### config.mk
export PLATFORM = sky130hd
export DESIGN_NAME = brick_hit_writer
export DESIGN_NICKNAME = d
export VERILOG_FILES = /design/src/rtl/brick_pkg.sv /design/src/rtl/brick_init_seq.sv /design/src/rtl/brick_hit_writer.sv
export SDC_FILE = /design/constraint.sdc
export NUM_CORES = 1
export LEC_CHECK = 0
export ABC_AREA = 1
export CORE_ASPECT_RATIO = 1.75
export CORE_MARGIN = 3
export CORE_UTILIZATION = 45
export CTS_CLUSTER_SIZE = 20
export DETAILED_ROUTE_END_ITERATION = 8
export PLACE_DENSITY_LB_ADDON = 0.08
export RECOVER_POWER = 25
export SYNTH_ARGS = -nofsm -noshare
export SYNTH_HDL_FRONTEND = slang
export SYNTH_HIERARCHICAL = 1
export SYNTH_SLANG_ARGS = --single-unit
### constraint.sdc
create_clock -name clk -period 2.5 [get_ports clk]
set_input_delay 0.25 -clock clk [delete_from_list [all_inputs] [get_ports clk]]
set_output_delay 0.25 -clock clk [all_outputs]
set_load 0.03 [all_outputs]
### src/rtl/brick_pkg.sv
// Shared definitions for the brick-health writer: default widths, the
// writer FSM state encoding and the saturating accumulator helper.
package brick_pkg;

    localparam int BRICK_N_DEF       = 40;
    localparam int BRICK_ADDR_W      = 6;
    localparam int BRICK_HEALTH_W    = 2;
    localparam int BRICK_INIT_HEALTH = 3;
    localparam int TOTAL_W           = 10;

    typedef enum logic [1:0] {
        ST_INIT = 2'd0,
        ST_IDLE = 2'd1,
        ST_RD   = 2'd2,
        ST_WR   = 2'd3
    } brick_state_e;

    // Add two totals, clamping at the all-ones value instead of wrapping.
    function automatic logic [TOTAL_W-1:0] sat_add(
        input logic [TOTAL_W-1:0] a,
        input logic [TOTAL_W-1:0] b
    );
        logic [TOTAL_W:0] sum;
        sum = {1'b0, a} + {1'b0, b};
        return sum[TOTAL_W] ? {TOTAL_W{1'b1}} : sum[TOTAL_W-1:0];
    endfunction

endpackage

### src/rtl/brick_init_seq.sv
// Level-load sequencer: walks the brick addresses 0..N_BRICKS-1 while the
// FSM enables it, accumulates total_health and raises init_done after the
// last brick. start restarts it from address 0 with a cleared total.
module brick_init_seq
    import brick_pkg::*;
#(
    parameter int N_BRICKS    = BRICK_N_DEF,
    parameter int ADDR_W      = BRICK_ADDR_W,
    parameter int INIT_HEALTH = BRICK_INIT_HEALTH
) (
    input  logic               clk,
    input  logic               resetn,
    input  logic               start,
    input  logic               en,
    output logic [ADDR_W-1:0]  cnt,
    output logic               done,
    output logic [TOTAL_W-1:0] total_health,
    output logic               init_done
);

    localparam logic [ADDR_W-1:0]  LAST_ADDR = ADDR_W'(N_BRICKS - 1);
    localparam logic [TOTAL_W-1:0] INIT_INC  = TOTAL_W'(INIT_HEALTH);

    // done marks the cycle in which the final brick is being written.
    assign done = en && (cnt == LAST_ADDR);

    // Address counter, running total and completion flag; start wins over en.
    always_ff @(posedge clk or negedge resetn) begin
        if (!resetn) begin
            cnt          <= '0;
            total_health <= '0;
            init_done    <= 1'b0;
        end else if (start) begin
            cnt          <= '0;
            total_health <= '0;
            init_done    <= 1'b0;
        end else if (en) begin
            total_health <= sat_add(total_health, INIT_INC);
            if (cnt == LAST_ADDR) begin
                cnt       <= '0;
                init_done <= 1'b1;
            end else begin
                cnt <= cnt + 1'b1;
            end
        end
    end

endmodule

### src/rtl/brick_hit_writer.sv
// Brick-health RAM owner. Fills every brick with INIT_HEALTH on level load,
// then serves hits as read-modify-write decrements, one game_write pulse per
// health point removed. Optional feature macro: REDRAW_NOTIFY_EN adds a
// redraw_valid/redraw_addr pulse alongside every hit write.
//
// Hit handshake (valid/ready): a hit transfers on the rising edge where
// hit_valid && hit_ready are both high and hit_addr is captured on that edge;
// the source holds hit_valid and hit_addr stable until then. hit_ready is
// high only in IDLE. A level_load in the same cycle swallows the hit.
module brick_hit_writer
    import brick_pkg::*;
#(
    parameter int N_BRICKS    = BRICK_N_DEF,
    parameter int ADDR_W      = BRICK_ADDR_W,
    parameter int HEALTH_W    = BRICK_HEALTH_W,
    parameter int INIT_HEALTH = BRICK_INIT_HEALTH
) (
    input  logic                clk,
    input  logic                resetn,
    input  logic                level_load,
    input  logic                hit_valid,
    output logic                hit_ready,
    input  logic [ADDR_W-1:0]   hit_addr,
    output logic [ADDR_W-1:0]   mem_rd_addr,
    input  logic [HEALTH_W-1:0] mem_rd_data,
    output logic                mem_wr_en,
    output logic [ADDR_W-1:0]   mem_wr_addr,
    output logic [HEALTH_W-1:0] mem_wr_data,
    output logic                game_write,
    output logic [TOTAL_W-1:0]  total_health,
    output logic                init_done,
    output logic                redraw_valid,
    output logic [ADDR_W-1:0]   redraw_addr
);

    localparam logic [ADDR_W:0]     N_EXT    = (ADDR_W + 1)'(N_BRICKS);
    localparam logic [HEALTH_W-1:0] INIT_VAL = HEALTH_W'(INIT_HEALTH);

    brick_state_e      state_q, state_d;
    logic [ADDR_W-1:0] addr_q;
    logic [ADDR_W-1:0] init_cnt;
    logic              init_last;
    logic              init_wr;
    logic              hit_fire;
    logic              hit_in_range;
    logic              rmw_wr;

    // Writes during INIT are held off while reset is asserted so the RAM
    // sees nothing until the block is released; level_load aborts any write.
    assign init_wr      = resetn && (state_q == ST_INIT) && !level_load;
    assign hit_fire     = hit_valid && hit_ready && !level_load;
    assign hit_in_range = ({1'b0, hit_addr} < N_EXT);
    assign rmw_wr       = (state_q == ST_WR) && !level_load && (mem_rd_data != '0);

    brick_init_seq #(
        .N_BRICKS   (N_BRICKS),
        .ADDR_W     (ADDR_W),
        .INIT_HEALTH(INIT_HEALTH)
    ) u_init_seq (
        .clk         (clk),
        .resetn      (resetn),
        .start       (level_load),
        .en          (init_wr),
        .cnt         (init_cnt),
        .done        (init_last),
        .total_health(total_health),
        .init_done   (init_done)
    );

    // State register and captured hit address.
    always_ff @(posedge clk or negedge resetn) begin
        if (!resetn) begin
            state_q <= ST_INIT;
            addr_q  <= '0;
        end else begin
            state_q <= state_d;
            if (hit_fire && hit_in_range) begin
                addr_q <= hit_addr;
            end
        end
    end

    // Next-state selection; level_load forces a fresh initialisation.
    always_comb begin
        state_d = state_q;
        if (level_load) begin
            state_d = ST_INIT;
        end else begin
            unique case (state_q)
                ST_INIT: if (init_last) state_d = ST_IDLE;
                ST_IDLE: if (hit_fire && hit_in_range) state_d = ST_RD;
                ST_RD:   state_d = ST_WR;
                ST_WR:   state_d = ST_IDLE;
                default: state_d = ST_INIT;
            endcase
        end
    end

    // RAM port and pulse outputs decoded from the current state.
    always_comb begin
        hit_ready   = (state_q == ST_IDLE);
        mem_rd_addr = '0;
        mem_wr_en   = 1'b0;
        mem_wr_addr = '0;
        mem_wr_data = '0;
        game_write  = 1'b0;
        if (state_q == ST_RD) begin
            mem_rd_addr = addr_q;
        end
        if (init_wr) begin
            mem_wr_en   = 1'b1;
            mem_wr_addr = init_cnt;
            mem_wr_data = INIT_VAL;
        end else if (rmw_wr) begin
            mem_wr_en   = 1'b1;
            mem_wr_addr = addr_q;
            mem_wr_data = mem_rd_data - 1'b1;
            game_write  = 1'b1;
        end
    end

`ifdef REDRAW_NOTIFY_EN
    assign redraw_valid = rmw_wr;
    assign redraw_addr  = rmw_wr ? addr_q : '0;
`else
    assign redraw_valid = 1'b0;
    assign redraw_addr  = '0;
`endif

endmodule

# Word level (Yosys, flattened, before mapping)
# Cells that the tools add are included.
# W data, S select, Z words.
[op_classes] addsub=3 magnitude_cmp=1 eq_ne=6 n_mux=21 n_reduce_logical=15
[op_table] cell="$mux W6" n=6
[op_table] cell="$mux W10" n=3
[op_table] cell="$add A10 B2 Y11 const B" n=1
[op_table] cell="$mux W2" n=5
[op_table] cell="$logic_and A1 B1 Y1" n=8
[op_table] cell="$pmux W2 S4" n=1
[op_table] cell="$add A6 B1 Y6 const B" n=1
[op_table] cell="$eq A6 B6 Y1 const B" n=1
[op_table] cell="$lt A6 B6 Y1 const B" n=1
[op_table] cell="$mux W1" n=6
[op_table] cell="$reduce_bool A2 Y1" n=3
[op_table] cell="$eq A2 B2 Y1 const B" n=2
[op_table] cell="$reduce_and A2 Y1" n=2
[op_table] cell="$ne A3 B2 Y1 const B" n=1
[op_table] cell="$ne A3 B3 Y1 const B" n=1
[op_table] cell="$eq A2 B1 Y1 const B" n=1
[op_table] cell="$logic_not A2 Y1" n=1
[op_table] cell="$sub A2 B1 Y2 const B" n=1
[op_table] cell="$logic_not A1 Y1" n=1
[word_totals] register_bits=25 in_bits=12 output_inout_bits=35 elab_cells=51

# Depth between registers and ports, before layout
# Gate-level depths: netlist (run 1).
[depth] depth_word=7 ltp_mapped=12 ltp_nobuf=12

# Cells and area by module
# Netlist (run 1), hierarchy kept.
[by_module_without_submodules] mod="brick_init_seq" instances=1 cells_per_inst=125 area_each_um2=969.7 seq_area_each_um2=425.4
[by_module_without_submodules] mod="brick_hit_writer" instances=1 cells_per_inst=103 area_each_um2=699.4 seq_area_each_um2=200.2

# Least setup slack after synthesis (run 1)
# Ideal clock, no wire load.
[synth_timing] kind="register to register" from="reg state_q[0]" to="reg state_q[0]" setup_time_ns=0.117 arrival_ns=1.736 required_time_ns=2.383 path_slack_ns=0.648 path_stages_with_launch=13 n_path_buf=0 synth_period_minus_slack_ns=1.852 cell_sequence="dfrtp_1 -> inv_1 -> ha_1 -> nand3_2 -> inv_1 -> inv_1 -> or2_2 -> inv_1 -> nor2_1 -> nand2_1 -> nand2_2 -> nand2_1 -> nand2_1"
[synth_via] elab_chain_cells=6 elab_cells_between_ends=15 classes_between="eq/ne (5); mux (2); reduce/logical (8)"
[synth_rtl] element="start, declared" line_no="brick_hit_writer.sv:39" rtl="brick_state_e state_q, state_d;"
[synth_rtl] element="start signal, assigned" line_no="brick_hit_writer.sv:76" rtl="state_q <= state_d;"
[synth_rtl] element="$logic_not A2 Y1" line_no="brick_hit_writer.sv:50" rtl="assign init_wr = resetn && (state_q == ST_INIT) && !level_load;"
[synth_rtl] element="$logic_and A1 B1 Y1 (2 in a row)" line_no="brick_hit_writer.sv:50"
[synth_rtl] element="net init_wr" line_no="brick_hit_writer.sv:43" rtl="logic init_wr;"
[synth_rtl] element="$logic_and A1 B1 Y1" line_no="brick_init_seq.sv:25" rtl="assign done = en && (cnt == LAST_ADDR);"
[synth_rtl] element="net init_last" line_no="brick_hit_writer.sv:42" rtl="logic init_last;"
[synth_rtl] element="$ne A3 B3 Y1 (no source line)"
[synth_rtl] element="$reduce_and A2 Y1 (no source line)"
# The timed path passes the listed nets, and every way through them passes these cells.
# A chain may end at the register's enable or synchronous reset.

# Worst setup path after layout (run 1)
[layout_timing] from="reg state_q[0]" to="out game_write"
[layout_via] elab_chain_cells=5 elab_cells_between_ends=8 classes_between="eq/ne (1); mux (2); reduce/logical (5)"
[layout_rtl] element="$eq A2 B2 Y1" line_no="brick_hit_writer.sv:53" rtl="assign rmw_wr = (state_q == ST_WR) && !level_load && (mem_rd_data != '0);"
[layout_rtl] element="$logic_and A1 B1 Y1 (2 in a row)" line_no="brick_hit_writer.sv:53"
[layout_rtl] element="$mux W1" line_no="brick_hit_writer.sv:114" rtl="end else if (rmw_wr) begin"
[layout_rtl] element="$mux W1 (*)" line_no="brick_hit_writer.sv:110" rtl="if (init_wr) begin"
[layout_rtl] element="end, declared" line_no="brick_hit_writer.sv:29" rtl="output logic game_write,"
# Every way passes the cells marked *; elsewhere a longest branch is shown, timed or not.

==> results.ini, run 1 <==
[global_routing]
grt_remaining_overflow=0
global_route_wire_length_before_repair_mm=6.20
first_global_vias=1487
grt_use_total_pct=17.8
grt_start_max_net_pins=26
antenna_found_initial=0

[finish]
n_antenna_cell=0
fin_nets=295
areaGrowthSynthToFinish_pct=28.0
final_layout_size_suffix_gt1_share_pct=12.4

[power_and_ir_drop]
sw_frac_of_total_pct=40.2
total_switching_power_mw=0.543
clockPowerShare_pct=17.6
intPower_mw=0.807
power_frac_comb_pct=42.2
power_frac_seq_pct=40.2
vdd.ir_drop.worst_v=0.000645
leakagePower_nw=1.15
p_per_area_nw_per_um2=632

[setup_path]
critical_path_arrival_ns=2.01
worst_setup_end_kind=primary output
cp_top_family=buffers and inverters
timing.critical_path.slowest_cell_delay_ns=0.68
critPathMaxFanout=7
crit_path_cell_trace=inv_1 -> ha_1 -> nand3_2 -> nand3_2 -> clkinv_2 -> clkdlybuf4s50_1
crit_path_start_kind=flip-flop
cp.depth=6
setup.reg_to_reg.worst_slack_ns=0.59
timing.reg2reg.worst_path_depth=12
timing.setup.critical_path_class=flip-flop to primary output
worst-endpoint-required_ns=2.25
cp.buffers_inverters=3
critical-path-top-cell-by-count=sky130_fd_sc_hd__nand3_2
cp_slowest_cell=sky130_fd_sc_hd__clkdlybuf4s50_1

[synthesis]
postSynth.asyncResetShare_pct=100
count_of_distinct_cell_types_in_the_synthesized_netlist=29
synth-warning-count=6
post_synth_most_frequent_cells=sky130_fd_sc_hd__nand2_1, sky130_fd_sc_hd__inv_1, sky130_fd_sc_hd__dfrtp_1
synth.area.top_cells=sky130_fd_sc_hd__dfrtp_1, sky130_fd_sc_hd__nand2_1, sky130_fd_sc_hd__inv_1
synthDominantCellAreaShare_pct=37.5
seq_area_frac_synth_pct=37.5
netlist.top_cell.by_area=sky130_fd_sc_hd__dfrtp_1
ys_seq_elements=25
syn_area_per_cell_sq_um=7.32
synth_top_flop_cell=sky130_fd_sc_hd__dfrtp_1
syn_inst=228
synth_enable_flop_cells=0
post-synth-top-count-cell=sky130_fd_sc_hd__nand2_1
synth.cell_area_sq_um=1670

[sta]
report.final.slew_viol_count=0
rsz0062_at_grt=false
timing.final.crit_period_ns=2.26
slew_headroom_pct=11.1
final_critical_path_setup_slack_ns=0.243
finalClockSkew_ns=0.00254
post-route-period-util_pct=90.3
timing.setup.tns_ns=0
setup_viol=0
achievable-frequency_mhz=443
tightest_slew_ns=1.33
hold_viol=0

[routing]
route.vias.total=1530
wire_length_per_cell_um=10.9
drt_pre_antenna_iters=4
vias_per_cell=4.80
route.antenna.remaining_nets=0
finalWirelength_mm=3.48
drtIter0Drc=38
drc_errors=0

[clocking]
cts_buffer_depth=2
worstSkewPairLatency_ns=0.27
cts_htree_levels=1
cts_made_buffers=3
cts_setup_buffers=0
cts_sinks=25
clockRootBuffer=sky130_fd_sc_hd__clkbuf_8
worst_setup_hold_path_clk_slew_ns=0.08
cts_tree=yes
ctsHoldBuffers=0
cells_resized_by_post_cts_repair=0

[placement]
hpwl_mm=2.81
place_ws_ns=0.262
place_congestion=0.731
count_of_port_buffers_added_during_placement=39

[outcome]
run_status=finished clean

[floorplan]
placementRows=28
coreArea_sq_um=3470
num_io_pins=47
initial_utilization_pct=48.1
die_height_um=86.6
die_area_sq_um=4500
floorplan.die.width_um=52.0

[worst_hold_path]
whs_path_depth=2
worst_hold_path_type=flip-flop to flip-flop

[flow_run]
drv.max_cap_violation_count=0

-- layout make-up --
class                      count  area [sq um]
inverter                      36           136
multi-input combinational    165           872
clock buffer                   4          45.0
fill                         321          1330
tap                           45          56.3
sequential                    25           626
timing repair buffer          44           402
-- power groups by stage --
| stage | clock network (mW) | registers [mW] | logic [mW] |
|---|---|---|---|
| after floorplan | 0 | 0.550 | 0.386 |
| after global placement | 0 | 0.549 | 0.574 |
| final | 0.238 | 0.543 | 0.570 |
| after global routing | 0.264 | 0.557 | 0.638 |
| after CTS | 0.250 | 0.543 | 0.581 |
| after detailed placement | 0 | 0.551 | 0.578 |
-- worst register-to-register path: cells and delay by family, from the launching register on --
family / cells / cell delay [ns]
and+or+nand+nor: 4 / 0.33
adders and majority gates: 1 / 0.19
buffers and inverters: 5 / 0.62
AOI/OAI and AO/OA: 2 / 0.21
DFF: 1 / 0.45
-- worst paths after layout --
check	start	end
max in group asynchronous	resetn	u_init_seq/total_health[7]
setup reg to reg	state_q[0]	u_init_seq/cnt[4]
hold / removal	addr_q[3]	addr_q[3]
setup / recovery	state_q[0]	game_write
hold reg to reg	addr_q[3]	addr_q[3]
min in group asynchronous	resetn	u_init_seq/total_health[1]
-- cell usage in the layout (no fill, tap or decap), types with 2 or more instances in the layout --
cell type / instances
sky130_fd_sc_hd__buf_4: 13
sky130_fd_sc_hd__dfrtp_1: 25
sky130_fd_sc_hd__nor2_1: 17
sky130_fd_sc_hd__o21ai_0: 9
sky130_fd_sc_hd__clkbuf_8: 3
sky130_fd_sc_hd__clkdlybuf4s50_1: 29
sky130_fd_sc_hd__nor3_1: 2
sky130_fd_sc_hd__nand2_4: 3
sky130_fd_sc_hd__o211ai_1: 2
sky130_fd_sc_hd__nand3_2: 2
sky130_fd_sc_hd__xor2_1: 2
sky130_fd_sc_hd__o21ai_2: 3
sky130_fd_sc_hd__a21oi_1: 3
sky130_fd_sc_hd__inv_1: 34
sky130_fd_sc_hd__ha_1: 8
sky130_fd_sc_hd__nand3_1: 18
sky130_fd_sc_hd__nand2_2: 2
sky130_fd_sc_hd__nand4_1: 4
sky130_fd_sc_hd__conb_1: 7
sky130_fd_sc_hd__clkbuf_1: 2
sky130_fd_sc_hd__nand2_1: 74
sky130_fd_sc_hd__nor2_4: 2
-- through the flow --
step,std cells,total power [mW],cell area [sq um],hold WS [ns],util [%]
6_report,319,1.35,2140,0.500,61.6
3_3_place_gp,315,1.12,2100,0.478,60.4
2_1_floorplan,234,0.936,1690,-0.0456,-
3_5_place_dp,315,1.13,2100,0.485,60.4
5_1_grt,319,1.46,2140,0.535,61.6
4_1_cts,319,1.37,2140,0.451,61.7
-- cells by family (layout without fill, tap and decap cells) --
kind of cell / Yosys count / after routing / synth area share [%]
AND/OR/NAND/NOR: 127 / 127 / 35.2
adder cells (fa/ha/maj): 8 / 8 / 6.00
flip-flops: 25 / 25 / 37.5
other: 1 / 7 / 0.225
XOR/XNOR: 3 / 3 / 1.57
AO/OA/AOI/OAI: 20 / 20 / 7.87
buffers and inverters: 44 / 84 / 11.6
-- sequential cells by signal, summed over array words and instances (netlist names) --
signal and flops:
state_q 2, u_init_seq/init_done 1, addr_q 6, u_init_seq/total_health 10, u_init_seq/cnt 6
-- layer usage --
layer	vias up	track usage (%)	wire [um]
met1	702	19.4	1390
li1	792	-	-
met2	31	33.8	1920
met5	-	0	0
met3	5	1.72	106
met4	0	6.44	55
Power figures use the tool's default switching activity.
==> run 2: changes to the inputs <==
- MAX_ROUTING_LAYER: not set -> met4
==> run 2 against run 1 <==
  * Die area stayed put
  * Power hardly changed
  * Maximum frequency hardly changed
  * Combinational power hardly changed
  * Register-to-register slack hardly changed
  * Clock skew hardly changed
  * Sequential share of layout area stayed put
  * Final cell count stayed put
  * Sequential cell count stayed put
  * Worst hold slack hardly changed
  * Core utilization stayed put
  * Via count is 0.20% lower
==> results.ini, run 2 (synthesis results as in run 1) <==
[outcome]
run_status=finished clean

[sta]
final_critical_path_setup_slack_ns=0.243  ; +0.000189 ns
slew_headroom_pct=11.1  ; about the same
finalClockSkew_ns=0.00255  ; +0.00000874 ns
timing.final.crit_period_ns=2.26  ; -0.000189 ns
hold_viol=0  ; unchanged
report.final.slew_viol_count=0  ; unchanged
timing.setup.tns_ns=0  ; unchanged
rsz0062_at_grt=false
achievable-frequency_mhz=443  ; about the same
setup_viol=0  ; unchanged
post-route-period-util_pct=90.3  ; about the same
tightest_slew_ns=1.33  ; +0.000138 ns

[routing]
drt_pre_antenna_iters=4  ; unchanged
route.vias.total=1527  ; -0.20%
route.antenna.remaining_nets=0  ; unchanged
vias_per_cell=4.79  ; -0.20%
drc_errors=0  ; unchanged
drtIter0Drc=38  ; unchanged
wire_length_per_cell_um=10.9  ; -0.14%
finalWirelength_mm=3.48  ; -0.14%

[finish]
final_common_cell=sky130_fd_sc_hd__nand2_1
largestRegisters=u_init_seq/total_health: 10 flops, addr_q: 6 flops, u_init_seq/cnt: 6 flops
number_of_inserted_filler_cells_in_the_final_layout=321  ; unchanged
n_antenna_cell=0  ; unchanged
layout_common_cells=sky130_fd_sc_hd__nand2_1, sky130_fd_sc_hd__inv_1, sky130_fd_sc_hd__clkdlybuf4s50_1
stdcell_count=319  ; unchanged
final_layout_size_suffix_gt1_share_pct=12.4  ; unchanged
largest-register=u_init_seq/total_health
fin_nets=295  ; unchanged
areaGrowthSynthToFinish_pct=28.0  ; unchanged
max_reg_flops=10  ; unchanged
final_area_sq_um=2140  ; unchanged

[clocking]
cts_buffer_depth=2  ; unchanged
ctsHoldBuffers=0  ; unchanged
cts_made_buffers=3  ; unchanged
cts_htree_levels=1  ; unchanged
worstSkewPairLatency_ns=0.26  ; about the same
cts_tree=yes
worst_setup_hold_path_clk_slew_ns=0.08  ; about the same
cells_resized_by_post_cts_repair=0  ; unchanged
cts_sinks=25  ; unchanged
clockRootBuffer=sky130_fd_sc_hd__clkbuf_8
cts_setup_buffers=0  ; unchanged

[floorplan]
initial_utilization_pct=48.1  ; unchanged
floorplan.die.width_um=52.0  ; unchanged
num_io_pins=47  ; unchanged
placementRows=28  ; unchanged
die_area_sq_um=4500  ; unchanged
coreArea_sq_um=3470  ; unchanged
die_height_um=86.6  ; unchanged

[global_routing]
first_global_vias=1494  ; +0.47%
antenna_found_initial=0  ; unchanged
grt_remaining_overflow=0  ; unchanged
grt_start_max_net_pins=26  ; unchanged
global_route_wire_length_before_repair_mm=6.19  ; -0.11%
grt_use_total_pct=18.3  ; +0.50 points

[setup_path]
setup.reg_to_reg.worst_slack_ns=0.59  ; about the same
worst_setup_end_kind=primary output
critPathMaxFanout=7  ; unchanged
worst-endpoint-required_ns=2.25  ; about the same
crit_path_start_kind=flip-flop
critical_path_arrival_ns=2.01  ; about the same
timing.setup.critical_path_class=flip-flop to primary output

[placement]
place_congestion=0.740  ; +1.2%
post_placement_cell_count=315  ; unchanged
post_dp_cell_area_sq_um=2100  ; unchanged
hpwl_mm=2.81  ; unchanged
count_of_port_buffers_added_during_placement=39  ; unchanged
place_ws_ns=0.262  ; unchanged

[flow_run]
drv.max_cap_violation_count=0  ; unchanged

[power_and_ir_drop]
leakagePower_nw=1.15  ; unchanged
vdd.ir_drop.worst_v=0.000645  ; about the same
totalPowerFinal_mw=1.35  ; about the same
p_per_area_nw_per_um2=632  ; about the same

[worst_hold_path]
worst_hold_path_type=flip-flop to flip-flop

run 2: cell counts in the layout (fill, tap and decap cells not counted):
No cell type changed its count.
run 2: area by class of cell:
cell class / count / area, sq um / area share [%]
tap: 45 / 56.3 / 2.63
multi-input combinational: 165 / 872 / 40.8
inverter: 36 / 136 / 6.38
sequential: 25 / 626 / 29.3
clock buffer: 4 / 45.0 / 2.11
timing repair buffer: 44 / 402 / 18.8
run 2: through the flow:
step	hold slack, ns	util (%)
after floorplan	-0.0456	-
after global placement	0.478	60.4
after detailed placement	0.485	60.4
after CTS	0.451	61.7
after global routing	0.535	61.6
final	0.500	61.6
run 2: worst max-delay path, cell delays in order (launching register included):
cell and delay, ns:
sky130_fd_sc_hd__dfrtp_1 0.44, sky130_fd_sc_hd__inv_1 0.09, sky130_fd_sc_hd__ha_1 0.23, sky130_fd_sc_hd__nand3_2 0.12
sky130_fd_sc_hd__nand3_2 0.08, sky130_fd_sc_hd__clkinv_2 0.10, sky130_fd_sc_hd__clkdlybuf4s50_1 0.68
run 2: final timing paths:
| path | startpoint | to | cells past startpoint |
|---|---|---|---|
| min reg2reg | addr_q[3] | addr_q[3] | 2 |
| min in group asynchronous | resetn | u_init_seq/total_health[1] | 2 |
| max reg2reg | state_q[0] | u_init_seq/cnt[4] | 12 |
| min | addr_q[3] | addr_q[3] | 2 |
| max | state_q[0] | game_write | 6 |
| max in group asynchronous | resetn | u_init_seq/total_health[7] | 2 |
run 2: layer usage:
layer	track usage, %	vias up	share of wire (%)
met2	33.8	31	55
met1	19.4	699	40
met5	-	-	0
met4	6.44	0	1.6
li1	-	792	-
met3	1.72	5	3.1
run 2: where the power goes:
group / switching, mW / internal (mW)
combinational: 0.352 / 0.218
sequential: 0.0670 / 0.476
clock: 0.124 / 0.114
total: 0.543 / 0.807
==> run 3: changes to the inputs <==
- CORE_ASPECT_RATIO: 1.75 -> not set
- CORE_UTILIZATION: 45 -> 48
==> run 3 against run 2 <==
  * Core utilization is 5.0 points higher
  * Highest routed layer unchanged
  * Die area is 6.3% lower
  * Critical path depth stayed put
  * Non-clock buffer count stayed put
  * Wire length is 1.2% higher
  * Final cell count is 0.31% lower
==> results.ini, run 3 (synthesis results as in run 1) <==
[global_routing]
antenna_found_initial=0  ; unchanged
global_route_wire_length_before_repair_mm=6.03  ; -2.6%
first_global_vias=1383  ; -7.4%
grt_start_max_net_pins=26  ; unchanged
grt_use_total_pct=18.5  ; +0.22 points
grt_remaining_overflow=0  ; unchanged

[setup_path]
critPathMaxFanout=7  ; unchanged
reg2reg_from=state_q[1]
setup.reg_to_reg.worst_slack_ns=0.56  ; -0.03 ns
timing.setup.critical_path_class=flip-flop to primary output
crit_path_start_kind=flip-flop
timing.reg2reg.worst_path_depth=12  ; unchanged
worst-endpoint-required_ns=2.25  ; about the same
reg2reg_to=u_init_seq/cnt[4]
critical_path_arrival_ns=2.07  ; +0.06 ns
worst_setup_end_kind=primary output

[clocking]
ctsHoldBuffers=0  ; unchanged
cts_setup_buffers=0  ; unchanged
cts_buffer_depth=2  ; unchanged
cells_resized_by_post_cts_repair=0  ; unchanged
worst_setup_hold_path_clk_slew_ns=0.14  ; +0.06 ns
cts_sinks=25  ; unchanged
cts_htree_levels=1  ; unchanged
worstSkewPairLatency_ns=0.33  ; +0.07 ns
clockRootBuffer=sky130_fd_sc_hd__clkbuf_4
cts_made_buffers=3  ; unchanged
cts_tree=yes

[flow_run]
drv.max_cap_violation_count=0  ; unchanged

[sta]
setup_viol=0  ; unchanged
finalClockSkew_ns=0.00454  ; +0.00199 ns
slew_headroom_pct=8.97  ; -2.1 points
rsz0062_at_grt=false
timing.setup.tns_ns=0  ; unchanged
tightest_slew_ns=1.37  ; +0.0317 ns
timing.final.crit_period_ns=2.32  ; +0.0611 ns
hold_viol=0  ; unchanged
report.final.slew_viol_count=0  ; unchanged
achievable-frequency_mhz=431  ; -2.6%
post-route-period-util_pct=92.7  ; +2.4 points

[power_and_ir_drop]
vdd.ir_drop.worst_v=0.000441  ; -32%
leakagePower_nw=1.14  ; -0.68%
totalPowerFinal_mw=1.31  ; -2.9%
p_per_area_nw_per_um2=619  ; -2.0%

[finish]
final_layout_size_suffix_gt1_share_pct=12.4  ; unchanged
max_reg_flops=10  ; unchanged
n_antenna_cell=0  ; unchanged
areaGrowthSynthToFinish_pct=26.8
largestRegisters=u_init_seq/total_health: 10 flops, addr_q: 6 flops, u_init_seq/cnt: 6 flops
multi_input_area_sq_um=872  ; unchanged
layout_common_cells=sky130_fd_sc_hd__nand2_1, sky130_fd_sc_hd__inv_1, sky130_fd_sc_hd__clkdlybuf4s50_1
regArea_sq_um=626  ; unchanged
final_common_cell=sky130_fd_sc_hd__nand2_1
largest-register=u_init_seq/total_health
number_of_inserted_filler_cells_in_the_final_layout=300  ; -6.5%
fin_nets=295  ; unchanged
post-route-util_pct=66.6  ; +5.0 points

[worst_hold_path]
whs_path_depth=3  ; +1
worstHoldStart=hit_addr[1]
worst_hold_path_type=primary input to flip-flop
worst_hold_path.endpoint=addr_q[1]

[routing]
vias_per_cell=4.81  ; +0.45%
wire_length_per_cell_um=11.1  ; +1.5%
drc_errors=0  ; unchanged
route.vias.total=1529  ; +0.13%
drtIter0Drc=69  ; +82%
route.antenna.remaining_nets=0  ; unchanged
finalWirelength_mm=3.52  ; +1.2%
drt_pre_antenna_iters=4  ; unchanged

[floorplan]
die_height_um=65.0  ; -25%
placementRows=20  ; -29%
initial_utilization_pct=52.5  ; +4.4 points
floorplan.die.width_um=65.0  ; +25%
die_area_sq_um=4220  ; -6.3%
num_io_pins=47  ; unchanged
coreArea_sq_um=3180  ; -8.4%

[placement]
place_congestion=0.768  ; +3.8%
count_of_port_buffers_added_during_placement=39  ; unchanged
hpwl_mm=2.76  ; -1.9%

[outcome]
run_status=finished clean

## run 3: cell count changes in the layout (fill, tap and decap cells not counted)
| cell | before | now |
|---|---|---|
| sky130_fd_sc_hd__clkbuf_8 | 3 | 0 |
| sky130_fd_sc_hd__clkbuf_4 | 0 | 3 |
## run 3: layout make-up
cell class | instances | share of cell area [%]
Tap cell | 44 | 2.60
Clock buffer | 4 | 1.24
Sequential cell | 25 | 29.6
Inverter | 36 | 6.44
Timing Repair Buffer | 44 | 19.0
Multi-Input combinational cell | 165 | 41.2
## run 3: layer usage
| metal | wire length, um | track usage [%] | vias to the layer above | part of all wire [%] |
|---|---|---|---|---|
| met5 | 0 | - | - | 0 |
| met4 | 61 | 7.12 | 0 | 1.7 |
| met3 | 197 | 2.08 | 5 | 5.6 |
| met2 | 1640 | 29.8 | 42 | 47 |
| met1 | 1620 | 23.9 | 690 | 46 |
| li1 | - | - | 792 | - |
## run 3: how the worst max path moves through the flow
stage | startpoint | endpoint
final | state_q[0] | game_write
after floorplan | state_q[0] | state_q[0]
after detailed placement | mem_rd_data[0] | game_write
after global routing | state_q[0] | game_write
after global placement | mem_rd_data[0] | game_write
after CTS | state_q[0] | game_write
## run 3: stage by stage
step	hold slack, ns	instances	setup WS, ns	cell area, sq um
floorplan	-0.0456	234	0.648	1690
global placement	0.478	314	0.287	2090
detailed placement	0.489	314	0.287	2090
CTS	0.374	318	0.155	2120
global route	0.468	318	0.0336	2120
finish	0.453	318	0.182	2120
## run 3: critical path: stages, from the launching register on
cell,delay [ns]
sky130_fd_sc_hd__dfrtp_1,0.45
sky130_fd_sc_hd__inv_1,0.09
sky130_fd_sc_hd__ha_1,0.23
sky130_fd_sc_hd__nand3_2,0.12
sky130_fd_sc_hd__nand3_2,0.07
sky130_fd_sc_hd__clkinv_2,0.10
sky130_fd_sc_hd__clkdlybuf4s50_1,0.68
## run 3: report_power, final
part	internal, mW	total (mW)	switching, mW
clock	0.0628	0.193	0.130
combinational	0.219	0.575	0.356
sequential	0.475	0.543	0.0679
